<file path="src/rtl/pipe_pkg.sv">
// Shared definitions for the fetch stage and the pipelined processor.
// Contents: datapath widths, instruction field positions, opcode constants,
// the fetch_entry_t {pc, instr} record carried through the prefetch FIFO,
// and a small opcode-extraction helper.
package pipe_pkg;

    localparam int XLEN    = 32;
    localparam int INSTR_W = 32;

    // Instruction field positions
    localparam int OPC_MSB = 31;
    localparam int OPC_LSB = 26;
    localparam int RD_MSB  = 25;
    localparam int RD_LSB  = 21;
    localparam int RS1_MSB = 20;
    localparam int RS1_LSB = 16;
    localparam int RS2_MSB = 15;
    localparam int RS2_LSB = 11;
    localparam int IMM_MSB = 15;
    localparam int IMM_LSB = 0;

    localparam logic [5:0] OP_ADD  = 6'b000000;
    localparam logic [5:0] OP_SUB  = 6'b000001;
    localparam logic [5:0] OP_LOAD = 6'b000010;

    typedef struct packed {
        logic [XLEN-1:0]    pc;
        logic [INSTR_W-1:0] instr;
    } fetch_entry_t;

    function automatic logic [5:0] get_opcode(input logic [INSTR_W-1:0] instr);
        return instr[OPC_MSB:OPC_LSB];
    endfunction

endpackage

</file>
<file path="src/rtl/instr_fetch_unit_if.sv">
// Bus bundle around the fetch unit.
// Signals: instruction-memory request (valid/ready/addr), in-order memory
// response (valid/data), redirect (valid/pc) and the instruction output
// handshake (valid/ready/instruction/pc).
// Modports: master = fetch unit side, slave = memory/processor environment.
interface instr_fetch_unit_if;
    import pipe_pkg::*;

    logic               imem_req_valid;
    logic               imem_req_ready;
    logic [XLEN-1:0]    imem_addr;
    logic               imem_rsp_valid;
    logic [INSTR_W-1:0] imem_rsp_data;
    logic               redirect_valid;
    logic [XLEN-1:0]    redirect_pc;
    logic               instr_valid;
    logic               instr_ready;
    logic [INSTR_W-1:0] instruction_out;
    logic [XLEN-1:0]    pc_out;

    modport master (
        output imem_req_valid, imem_addr, instr_valid, instruction_out, pc_out,
        input  imem_req_ready, imem_rsp_valid, imem_rsp_data,
               redirect_valid, redirect_pc, instr_ready
    );

    modport slave (
        input  imem_req_valid, imem_addr, instr_valid, instruction_out, pc_out,
        output imem_req_ready, imem_rsp_valid, imem_rsp_data,
               redirect_valid, redirect_pc, instr_ready
    );

endinterface

</file>
<file path="src/rtl/instr_fetch_unit_sync_fifo.sv">
// sync_fifo: small synchronous FIFO built as a shift register so the head
// entry is always a flop (entry 0), giving a registered read port.
// Ports:
//   clk, reset    clock, asynchronous active-high reset (clears entries)
//   flush_i       empties the FIFO (count -> 0)
//   push_i/push_data_i  write an entry at the tail
//   pop_i         drop the head entry
//   count_o       occupancy, 0..DEPTH
//   head_o        oldest entry (stale when count_o == 0)
// Simultaneous push and pop are legal at any occupancy, including full.
module sync_fifo
    import pipe_pkg::*;
#(
    parameter int WIDTH = 32,
    parameter int DEPTH = 4
) (
    input  logic                     clk,
    input  logic                     reset,
    input  logic                     flush_i,
    input  logic                     push_i,
    input  logic [WIDTH-1:0]         push_data_i,
    input  logic                     pop_i,
    output logic [$clog2(DEPTH):0]   count_o,
    output logic [WIDTH-1:0]         head_o
);

    localparam int CW = $clog2(DEPTH) + 1;
    localparam logic [CW-1:0] FULL_C = CW'(DEPTH);

    logic [WIDTH-1:0] mem_q [DEPTH];
    logic [WIDTH-1:0] mem_d [DEPTH];
    logic [CW-1:0]    count_q;
    logic [CW-1:0]    count_d;
    logic [CW-1:0]    wr_idx_s;
    logic             pop_s;
    logic             push_s;

    // Next-state: shift on pop, write the tail slot on push
    always_comb begin
        mem_d    = mem_q;
        count_d  = count_q;
        pop_s    = pop_i && (count_q != {CW{1'b0}});
        push_s   = push_i && ((count_q != FULL_C) || pop_s);
        // With a pop the tail moves down one slot before the write lands.
        wr_idx_s = pop_s ? (count_q - CW'(1)) : count_q;
        for (int i = 0; i < DEPTH; i++) begin
            if (push_s && (CW'(i) == wr_idx_s)) begin
                mem_d[i] = push_data_i;
            end else if (pop_s && (i < DEPTH - 1)) begin
                mem_d[i] = mem_q[(i + 1) % DEPTH];
            end else begin
                mem_d[i] = mem_q[i];
            end
        end
        if (flush_i) begin
            count_d = {CW{1'b0}};
        end else begin
            count_d = count_q + CW'(push_s) - CW'(pop_s);
        end
    end

    // Storage and occupancy registers
    always_ff @(posedge clk or posedge reset) begin
        if (reset) begin
            count_q <= {CW{1'b0}};
            for (int i = 0; i < DEPTH; i++) begin
                mem_q[i] <= {WIDTH{1'b0}};
            end
        end else begin
            count_q <= count_d;
            mem_q   <= mem_d;
        end
    end

    assign count_o = count_q;
    assign head_o  = mem_q[0];

endmodule

</file>
<file path="src/rtl/instr_fetch_unit.sv">
// instr_fetch_unit: fetch stage feeding pipelined_processor.
// Generates sequential PCs, requests instruction memory under a credit rule
// (buffered + in-flight never exceeds DEPTH, so responses need no
// back-pressure), tags in-order responses with their PC and buffers them in
// a prefetch FIFO whose registered head drives the instruction output.
// A redirect flushes the FIFO, suppresses issue for that cycle, and marks all
// still-outstanding requests to be dropped when they return.
// Ports:
//   clk, reset  clock, asynchronous active-high reset
//   bus         instr_fetch_unit_if.master (memory req/rsp, redirect,
//               instruction output handshake)
module instr_fetch_unit
    import pipe_pkg::*;
#(
    parameter logic [XLEN-1:0] RESET_PC = 32'h0000_0000,
    parameter int              DEPTH    = 4,
    parameter logic [XLEN-1:0] PC_STEP  = 32'd4
) (
    input  logic                clk,
    input  logic                reset,
    instr_fetch_unit_if.master  bus
);

    localparam int CW = $clog2(DEPTH) + 1;
    localparam logic [CW:0] DEPTH_C = (CW + 1)'(DEPTH);

    logic [XLEN-1:0] fetch_pc_q;
    logic [XLEN-1:0] fetch_pc_d;
    logic [CW-1:0]   drop_cnt_q;
    logic [CW-1:0]   drop_cnt_d;
    logic [CW-1:0]   fifo_count_s;
    logic [CW-1:0]   inflight_s;
    logic [CW:0]     credit_use_s;
    logic            req_valid_s;
    logic            accept_s;
    logic            rsp_s;
    logic            keep_rsp_s;
    logic            pop_s;
    logic            redirect_s;
    logic [XLEN-1:0] tag_head_s;
    fetch_entry_t    push_entry_s;
    fetch_entry_t    head_entry_s;

    // Issue, response-routing and counter next-state logic
    always_comb begin
        redirect_s   = bus.redirect_valid;
        rsp_s        = bus.imem_rsp_valid;
        credit_use_s = {1'b0, fifo_count_s} + {1'b0, inflight_s};
        // Gating with reset keeps the request low while reset is held.
        req_valid_s  = !reset && !redirect_s && (credit_use_s < DEPTH_C);
        accept_s     = req_valid_s && bus.imem_req_ready;
        keep_rsp_s   = rsp_s && !redirect_s && (drop_cnt_q == {CW{1'b0}});
        pop_s        = (fifo_count_s != {CW{1'b0}}) && bus.instr_ready && !redirect_s;
        push_entry_s.pc    = tag_head_s;
        push_entry_s.instr = bus.imem_rsp_data;

        if (redirect_s) begin
            fetch_pc_d = bus.redirect_pc;
        end else if (accept_s) begin
            fetch_pc_d = fetch_pc_q + PC_STEP;
        end else begin
            fetch_pc_d = fetch_pc_q;
        end

        // Everything still outstanding after this cycle belongs to the old
        // stream; recomputed from the live total on every redirect.
        if (redirect_s) begin
            drop_cnt_d = inflight_s - CW'(rsp_s);
        end else if (rsp_s && (drop_cnt_q != {CW{1'b0}})) begin
            drop_cnt_d = drop_cnt_q - CW'(1);
        end else begin
            drop_cnt_d = drop_cnt_q;
        end
    end

    // Fetch PC and drop counter registers
    always_ff @(posedge clk or posedge reset) begin
        if (reset) begin
            fetch_pc_q <= RESET_PC;
            drop_cnt_q <= {CW{1'b0}};
        end else begin
            fetch_pc_q <= fetch_pc_d;
            drop_cnt_q <= drop_cnt_d;
        end
    end

    // PC tag queue: one entry per outstanding request, so its occupancy is
    // the in-flight count. Never flushed: dropped responses still retire tags.
    sync_fifo #(
        .WIDTH (XLEN),
        .DEPTH (DEPTH)
    ) u_tag_q (
        .clk         (clk),
        .reset       (reset),
        .flush_i     (1'b0),
        .push_i      (accept_s),
        .push_data_i (fetch_pc_q),
        .pop_i       (rsp_s),
        .count_o     (inflight_s),
        .head_o      (tag_head_s)
    );

    // Prefetch FIFO of {pc, instr}; head is a flop so outputs are registered.
    sync_fifo #(
        .WIDTH ($bits(fetch_entry_t)),
        .DEPTH (DEPTH)
    ) u_instr_fifo (
        .clk         (clk),
        .reset       (reset),
        .flush_i     (redirect_s),
        .push_i      (keep_rsp_s),
        .push_data_i (push_entry_s),
        .pop_i       (pop_s),
        .count_o     (fifo_count_s),
        .head_o      (head_entry_s)
    );

    assign bus.imem_req_valid  = req_valid_s;
    assign bus.imem_addr       = fetch_pc_q;
    assign bus.instr_valid     = (fifo_count_s != {CW{1'b0}});
    assign bus.instruction_out = head_entry_s.instr;
    assign bus.pc_out          = head_entry_s.pc;

endmodule

</file>
<file path="src/flat_wrapper.sv">
// flat-port wrapper written by rule: the top's interface ports become plain ports
module instr_fetch_unit_flat import pipe_pkg::*;
#(
    parameter logic [XLEN-1:0] RESET_PC = 32'h0000_0000,
    parameter int              DEPTH    = 4,
    parameter logic [XLEN-1:0] PC_STEP  = 32'd4
)
  (clk, reset, bus_imem_req_valid, bus_imem_addr, bus_instr_valid, bus_instruction_out, bus_pc_out, bus_imem_req_ready, bus_imem_rsp_valid, bus_imem_rsp_data, bus_redirect_valid, bus_redirect_pc, bus_instr_ready);
  instr_fetch_unit_if bus_i ();
  input  logic clk;
  input  logic reset;
  output wire logic [$bits(bus_i.imem_req_valid)-1:0] bus_imem_req_valid;
  output wire logic [$bits(bus_i.imem_addr)-1:0] bus_imem_addr;
  output wire logic [$bits(bus_i.instr_valid)-1:0] bus_instr_valid;
  output wire logic [$bits(bus_i.instruction_out)-1:0] bus_instruction_out;
  output wire logic [$bits(bus_i.pc_out)-1:0] bus_pc_out;
  input wire logic [$bits(bus_i.imem_req_ready)-1:0] bus_imem_req_ready;
  input wire logic [$bits(bus_i.imem_rsp_valid)-1:0] bus_imem_rsp_valid;
  input wire logic [$bits(bus_i.imem_rsp_data)-1:0] bus_imem_rsp_data;
  input wire logic [$bits(bus_i.redirect_valid)-1:0] bus_redirect_valid;
  input wire logic [$bits(bus_i.redirect_pc)-1:0] bus_redirect_pc;
  input wire logic [$bits(bus_i.instr_ready)-1:0] bus_instr_ready;
  assign bus_imem_req_valid = bus_i.imem_req_valid;
  assign bus_imem_addr = bus_i.imem_addr;
  assign bus_instr_valid = bus_i.instr_valid;
  assign bus_instruction_out = bus_i.instruction_out;
  assign bus_pc_out = bus_i.pc_out;
  assign bus_i.imem_req_ready = bus_imem_req_ready;
  assign bus_i.imem_rsp_valid = bus_imem_rsp_valid;
  assign bus_i.imem_rsp_data = bus_imem_rsp_data;
  assign bus_i.redirect_valid = bus_redirect_valid;
  assign bus_i.redirect_pc = bus_redirect_pc;
  assign bus_i.instr_ready = bus_instr_ready;
  instr_fetch_unit #(.RESET_PC(RESET_PC), .DEPTH(DEPTH), .PC_STEP(PC_STEP)) u_core (.clk(clk), .reset(reset), .bus(bus_i));
endmodule
</file>
<file path="config.mk">
export PLATFORM = sky130hd
export DESIGN_NAME = instr_fetch_unit_flat
export DESIGN_NICKNAME = d
export VERILOG_FILES = /design/src/rtl/pipe_pkg.sv /design/src/rtl/instr_fetch_unit_if.sv /design/src/rtl/instr_fetch_unit_sync_fifo.sv /design/src/rtl/instr_fetch_unit.sv /design/src/flat_wrapper.sv
export SDC_FILE = /design/constraint.sdc
export NUM_CORES = 1
export LEC_CHECK = 0
export CORE_MARGIN = 2
export CORE_UTILIZATION = 30
export CTS_BUF_LIST = sky130_fd_sc_hd__clkbuf_16
export DETAILED_ROUTE_END_ITERATION = 12
export PLACE_DENSITY_LB_ADDON = 0.12
export SLEW_MARGIN = 0
export SYNTH_ARGS = -nofsm -noshare
export SYNTH_HDL_FRONTEND = slang
export SYNTH_SLANG_ARGS = --single-unit
</file>
<file path="constraint.sdc">
create_clock -name clk -period 21.2 [get_ports clk]
set_input_delay 5.3 -clock clk [delete_from_list [all_inputs] [get_ports clk]]
set_output_delay 5.3 -clock clk [all_outputs]
set_load 0.005 [all_outputs]
</file>
# After elaboration in Yosys (flattened, before gate mapping)
# Index checks and enable logic that the tools add are counted.
# word_totals
inputBits	70
ff_bits	425
out_inout_bits	98
elab_cells	88
# classes
muxes	19
reduce_logical	38
eq_ne	8
addsub	10
n_lt_le_gt_ge	1
# ops
cell	count
2-to-1 mux 64 bit	6
2-to-1 mux 32 bit	8
adder 32 x 3 -> 32 bit, second input constant	1
logical AND 1 bit	20
nonzero test 2 bit	8
2-to-1 mux 3 bit	5
== test 2 x 3 -> 1 bit, first input constant	4
zero test 3 bit	3
nonzero test 3 bit	3
subtractor 3 x 1 -> 3 bit	3
subtractor 3 x 1 -> 3 bit, second input constant	3
adder 3 x 1 -> 3 bit	2
== test 1 x 3 -> 1 bit, first input constant	2
!= test 3 bit, second input constant	2
adder 3 x 3 -> 4 bit	1
less-than comparator 4 x 3 -> 1 bit, second input constant	1
zero test 1 bit	2
logical OR 1 bit	2

# Longest topological paths before layout
# Gate-level depths: netlist of the first run.
# depth
word_depth	9
mapped_depth	14
mapped_depth_nobuf	13

# By module
# From an unflattened synthesis of the first run, not the netlist that was laid out.
# hier_totals
hier_cells	1560
hier_area_um2	22759.3
# modules_own_cells
module	n_inst	cells_each	area_per_inst_um2	seq_area_each_um2
sync_fifo at u_core.u_instr_fifo	1	855	13583.0	6481.2
sync_fifo at u_core.u_tag_q	1	446	6932.9	3278.1
instr_fetch_unit	1	259	2243.4	875.8

# Least setup slack after synthesis of the first run
# No wires, ideal clock.
# synth_path
kind	input to output
startpoint	input port bus_redirect_valid
endpoint	output port bus_imem_req_valid
n_path_buf	1
t_required_ns	15.900
arrival_ns	6.005
cell_stages	3
path_slack_ns	9.895
path_cell_list	buf_2 > nor4_1 > and3_1
# synth_via
elab_chain_cells	3
# synth_lines
element	line_no	rtl
start, declared	flat_wrapper.sv:20	input wire logic [$bits(bus_i.redirect_valid)-1:0] bus_redirect_valid;
zero test 1 bit	instr_fetch_unit.sv:50	req_valid_s = !reset && !redirect_s && (credit_use_s < DEPTH_C);
logical AND 1 bit (2 in series)	instr_fetch_unit.sv:50	
end, declared	flat_wrapper.sv:12	output wire logic [$bits(bus_i.imem_req_valid)-1:0] bus_imem_req_valid;
# Every way passes these cells.

# Worst setup path after layout of the first run
# layout_path
startpoint	input port reset
endpoint	output port bus_imem_req_valid
# layout_via
elab_chain_cells	3
# layout_lines
element	line_no	rtl
start, declared	flat_wrapper.sv:11	input logic reset;
zero test 1 bit	instr_fetch_unit.sv:50	
logical AND 1 bit (2 in series)	instr_fetch_unit.sv:50	
# Every way passes these cells.

==> impl_metrics.json, run 1 <==
{
  "status": "finished clean",
  "hold_class": "reg -> reg",
  "synth_area_leader_cell": "dfrtp_1",
  "grt_max_degree": 156,
  "dominantRegCellSynth": "dfrtp_1",
  "vias": 13370,
  "drt_iter0_drc": 643,
  "synth_top_area_share_pct": 51.01,
  "fmax_mhz": 82.10,
  "ir_worst_vdd_mv": 0.05655,
  "grt_pass1_wl_mm": 81.95,
  "max-cap-violations": 0,
  "cts_hold_buf": 0,
  "finalSetupTns_ns": 0,
  "viasPerCell": 4.604,
  "routed_wl_mm": 51.00,
  "post_cts_resized": 0,
  "die_area_um2": 71620,
  "hold_violations": 0,
  "critPathLaunch": "reset",
  "synth-edff-count": 0,
  "fin_skew_ns": 0.02319,
  "wl_per_cell_um": 17.57,
  "cts_tree": "yes",
  "ys_seq_area_share_pct": 51.01,
  "synthesis.nets": 1954,
  "cts-root-buf": "clkbuf_16",
  "tightestPinTransition_ns": 1.089,
  "p_per_area_nw_per_um2": 114.7,
  "period_share_pct": 57.45,
  "fill_cells": 6869,
  "worstSetupPathType": "in -> out",
  "drcViolationCount": 0,
  "htreeDepth": 2,
  "dp_slack_ns": 9.032,
  "worstPathArrival_ns": 6.88,
  "mostFrequentLayoutCells": "nand2_1, dfrtp_1, mux2_2, clkdlybuf4s50_1, mux2i_1",
  "regToRegEndpoint": "u_core.u_instr_fifo.mem_q[181]",
  "hold_end": "u_core.u_tag_q.mem_q[23]",
  "ioPinCount": 168,
  "initial_core_util_pct": 30.34,
  "rows": 96,
  "die_width_um": 267.6,
  "synthTopCellsByArea": "dfrtp_1, mux2_2, nand2_1",
  "cts_buffer_depth": 3,
  "synth.cell_area_um2": 20850,
  "overflow": 0,
  "hpwlAfterDp_mm": 30.25,
  "crit_path_max_fanout": 3,
  "hold_ws_ns": 0.4864,
  "antenna_found_initial": 0,
  "core_um2": 68710,
  "maxSlewViolCount": 0,
  "clk_pin_slew_worst_paths_ns": 0.05,
  "end_kind": "primary output",
  "r2r_slack_ns": 17.49,
  "holdPathStages": 1,
  "r2r_start": "u_core.u_instr_fifo.count_o[1]",
  "leakagePower_nw": 12.19,
  "cts_buffers": 52,
  "grt_pass1_vias": 13970,
  "cp.required_ns": 15.90,
  "hold_start": "u_core.u_tag_q.mem_q[23]",
  "worst_slack_ns": 9.020,
  "synthToLayoutAreaGrowth_pct": 17.76,
  "firstDrtPassIters": 4,
  "cts.sink_count": 425,
  "rsz0062_at_grt": "no",
  "synth_area_per_cell_um2": 11.17,
  "final_antenna_net_count": 0,
  "synthCells": 1867,
  "setup_viol": 0,
  "ys_warn_count": 0,
  "start_kind": "input port",
  "final_nets": 2017,
  "num_antenna_cells": 0,
  "ys_ff_latch": 425,
  "clock_latency_ns": 0.60,
  "track_usage_pct": 14.55,
  "async_flop_share_pct": 100.0,
  "drive_gt1_share_pct": 25.15,
  "mostFrequentLayoutCell": "nand2_1",
  "fin_crit_ns": 12.18,
  "port-buffer-count": 167,
  "gp_congestion": 0.7495,
  "r2r_cells": 10,
  "slew_headroom_pct": 27.14,
  "postCtsSetupRepairBufs": 0,
  "die_y_um": 267.6,
  "ys_types": 54
}
[critical path, cell delays in order]
cell             delay (ns)
clkdlybuf4s50_1        0.51
nor4_1                 0.36
and3_1                 0.22
clkdlybuf4s50_1        0.49
[cells by family (layout without fill, tap and decap cells)]
| logic type | after synthesis | count (layout) | share of synthesized area (%) |
|---|---|---|---|
| buffers and inverters | 203 | 308 | 5.215 |
| XOR/XNOR | 12 | 12 | 0.5041 |
| multiplexers | 488 | 488 | 26.89 |
| AND/OR/NAND/NOR | 594 | 594 | 11.68 |
| AO/OA/AOI/OAI | 128 | 128 | 3.607 |
| adder cells (fa/ha/maj) | 17 | 17 | 1.092 |
| flip-flops | 425 | 425 | 51.01 |
[worst max path at each step]
stage                              endpoint  slack [ns]  depth (start not counted)
detailed placement       bus_imem_req_valid        9.03                          5
global placement         bus_imem_req_valid        9.02                          4
finish                   bus_imem_req_valid        9.02                          4
CTS                      bus_imem_req_valid        9.02                          5
floorplan           u_core.bus.imem_addr[0]        4.07                          1
global route             bus_imem_req_valid        8.84                          5
[flip-flops by register name, indices dropped and copies added, names as in the netlist]
register,cells
u_core.u_instr_fifo.mem_q,192
u_core.u_tag_q.head_o,32
u_core.u_instr_fifo.count_o,3
u_core.drop_cnt_q,3
u_core.u_instr_fifo.head_o,64
u_core.u_tag_q.count_o,3
u_core.u_tag_q.mem_q,96
u_core.bus.imem_addr,32
[final cells by class]
cell class              count  area (um^2)  share of cell area [%]
inverters                  21        88.84                  0.3618
multi-input cells        1239         9203                   37.48
flip-flops and latches    425        10640                   43.32
clock inverters            42        236.5                  0.9632
well taps                 931         1165                   4.745
clock buffers              54         1351                   5.504
repair buffers            191         1872                   7.624
[cell usage after synthesis (2+ instances only)]
| cell | count |
|---|---|
| clkbuf_1 | 75 |
| buf_1 | 10 |
| buf_4 | 64 |
| ha_1 | 15 |
| mux2_4 | 60 |
| nand3b_1 | 2 |
| nor3_1 | 8 |
| nor2b_1 | 2 |
| fa_1 | 2 |
| nor2_1 | 17 |
| o211ai_1 | 8 |
| or3b_1 | 2 |
| nand4_1 | 12 |
| inv_1 | 21 |
| a221o_1 | 2 |
| and3_1 | 2 |
| a22oi_1 | 4 |
| nor3_2 | 4 |
| and2_1 | 3 |
| mux2_2 | 333 |
| o311ai_0 | 8 |
| buf_6 | 7 |
| mux2_1 | 4 |
| a31oi_1 | 3 |
| or4_1 | 3 |
| xnor2_1 | 6 |
| nand3_1 | 24 |
| nand2_1 | 495 |
| o21ai_0 | 85 |
| buf_2 | 26 |
| or3_1 | 10 |
| mux2i_1 | 91 |
| dfrtp_1 | 425 |
| xor2_1 | 6 |
| a21oi_1 | 7 |
| nand2b_1 | 3 |
[power breakdown]
part	switching [W]	internal [W]
logic	0.000326	0.000443
registers	0.000175	0.00104
clock network	0.000352	0.000480
[layer usage]
metal  vias to the layer above  global-route usage, %  wire, um
met3                        67                  2.243      1763
met5                         -                      0         0
met4                         0                  3.971       946
li1                       6425                      -         -
met1                      6673                  20.17     24840
met2                       200                  23.59     23460
[through the flow]
| stage | std cells | util (%) | total power, W | cell area (um^2) |
|---|---|---|---|---|
| 2_1_floorplan | 1867 | - | 0.001763 | 20850 |
| 3_3_place_gp | 2807 | 33.42 | 0.001988 | 22960 |
| 3_5_place_dp | 2807 | 33.42 | 0.002015 | 22960 |
| 4_1_cts | 2903 | 35.73 | 0.002875 | 24550 |
| 5_1_grt | 2903 | 35.73 | 0.003010 | 24550 |
| 6_report | 2903 | 35.73 | 0.002815 | 24550 |
(Power assumes the default switching activity.)
==> run 2, diff against run 1 <==
Clock period 21.2 ns to 10.3 ns, I/O delays scaled along.
==> run 2 against run 1 <==
Against the previous run: clock power increased by 110%; count of clock-buffer cells in the layout decreased by 2; sequential share of layout area about the same; critical endpoint unchanged.
==> impl_metrics.json, run 2 (same netlist as run 1, synthesis figures left out) <==
{
  "largest_register_ffs": 192,
  "die_area_um2": 71620,
  "end_kind": "primary output",
  "track_usage_pct": 14.27,
  "route.met3.wl_mm": 2.075,
  "rsz0062_at_grt": "no",
  "final_antenna_net_count": 0,
  "cts_buffers": 51,
  "fmax_mhz": 149.7,
  "post_cts_resized": 0,
  "max-cap-violations": 0,
  "tightestPinTransition_ns": 1.063,
  "clock_latency_ns": 0.59,
  "grt_pass1_wl_mm": 80.70,
  "htreeDepth": 2,
  "hold_violations": 0,
  "cts.sink_count": 425,
  "worstPathArrival_ns": 4.10,
  "wl_per_cell_um": 17.52,
  "start_kind": "input port",
  "grt_pass1_vias": 13680,
  "hold_class": "reg -> reg",
  "cts_hold_buf": 0,
  "route.met2.wl_mm": 22.96,
  "fin_crit_ns": 6.679,
  "seqCellArea_um2": 10640,
  "grt_max_degree": 158,
  "drive_gt1_share_pct": 25.41,
  "cts_tree": "yes",
  "core_um2": 68710,
  "crit_chain": "buf_2 -> buf_4 -> nor4_1 -> and3_1 -> clkdlybuf4s50_1",
  "multi_input_area_um2": 9203,
  "fill_cells": 6845,
  "final_nets": 2016,
  "slew_headroom_pct": 29.14,
  "routed_wl_mm": 50.65,
  "slowest_stage": "clkdlybuf4s50_1",
  "cp.required_ns": 7.73,
  "crit_path_max_fanout": 47,
  "mostFrequentLayoutCell": "nand2_1",
  "wl_met1_mm": 24.83,
  "setup_viol": 0,
  "cts-root-buf": "clkbuf_16",
  "gp_congestion": 0.7382,
  "leakagePower_nw": 12.18,
  "hpwlAfterDp_mm": 30.19,
  "postCtsSetupRepairBufs": 0,
  "initial_core_util_pct": 30.34,
  "maxSlewViolCount": 0,
  "r2r_slack_ns": 6.45,
  "hold_start": "u_core.u_tag_q.mem_q[23]",
  "die_width_um": 267.6,
  "placed_cells": 2807,
  "critPathLaunch": "bus_redirect_valid",
  "viasPerCell": 4.676,
  "ioPinCount": 168,
  "finalSetupTns_ns": 0,
  "antenna_found_initial": 0,
  "worst-path-buf-inv": 3,
  "fin_skew_ns": 0.01984,
  "slowest_delay_ns": 0.49,
  "drt_iter0_drc": 687,
  "rows": 96,
  "period_share_pct": 64.84,
  "crit_family": "buffers and inverters",
  "vias": 13520,
  "die_y_um": 267.6,
  "num_antenna_cells": 0,
  "overflow": 0,
  "drcViolationCount": 0,
  "fin_cells": 2891,
  "r2r_start": "u_core.u_tag_q.count_o[1]",
  "status": "finished clean",
  "top_layer": "met4",
  "synthToLayoutAreaGrowth_pct": 17.78,
  "worstSetupPathType": "in -> out",
  "mostFrequentLayoutCells": "nand2_1, dfrtp_1, mux2_2, clkdlybuf4s50_1, mux2i_1",
  "clk_pin_slew_worst_paths_ns": 0.06,
  "regMostFlops": "u_core.u_instr_fifo.mem_q",
  "port-buffer-count": 167,
  "cts_buffer_depth": 3,
  "p_per_area_nw_per_um2": 237.0,
  "ir_worst_vdd_mv": 0.1087,
  "firstDrtPassIters": 5
}
## run 2: layer usage
layer | global-route usage [%] | vias to the layer above
met5 | 0 | -
met4 | 3.231 | 0
met3 | 2.777 | 56
met2 | 22.64 | 233
met1 | 20.07 | 6804
li1 | - | 6424
## run 2: report_power, final
part           internal (W)  total [W]  leakage (nW)  switching, W
clock               0.00103    0.00174         0.813      0.000710
combinational      0.000913    0.00158          5.61      0.000669
sequential          0.00214    0.00250          5.75      0.000361
total               0.00408    0.00582          12.2       0.00174
## run 2: final timing paths
check,endpoint,cells past startpoint
worst max-delay path,bus_imem_req_valid,5
worst min register to register,u_core.u_tag_q.mem_q[23],1
min in group asynchronous,u_core.u_tag_q.count_o[0],3
worst min-delay path,u_core.u_tag_q.mem_q[23],1
max in group asynchronous,u_core.u_tag_q.mem_q[67],4
worst max register to register,u_core.u_tag_q.mem_q[83],10
## run 2: cell type report
cell class,instances,share of cell area (%)
Sequential cell,425,43.31
Multi-Input combinational cell,1239,37.48
Timing Repair Buffer,191,7.674
Clock buffer,52,5.299
Tap cell,931,4.744
Clock inverter,32,1.146
Inverter,21,0.3465
## run 2: per-stage QoR
stage / utilization [%] / power [W] / hold WS (ns) / setup WS [ns] / area (um^2)
2_1_floorplan: - / 0.003629 / 0.4574 / 1.990 / 20850
3_3_place_gp: 33.44 / 0.004091 / 0.4668 / 3.585 / 22970
3_5_place_dp: 33.44 / 0.004144 / 0.4741 / 3.599 / 22970
4_1_cts: 35.74 / 0.005933 / 0.4875 / 3.591 / 24550
5_1_grt: 35.74 / 0.006210 / 0.5124 / 3.514 / 24550
6_report: 35.74 / 0.005819 / 0.4855 / 3.621 / 24550
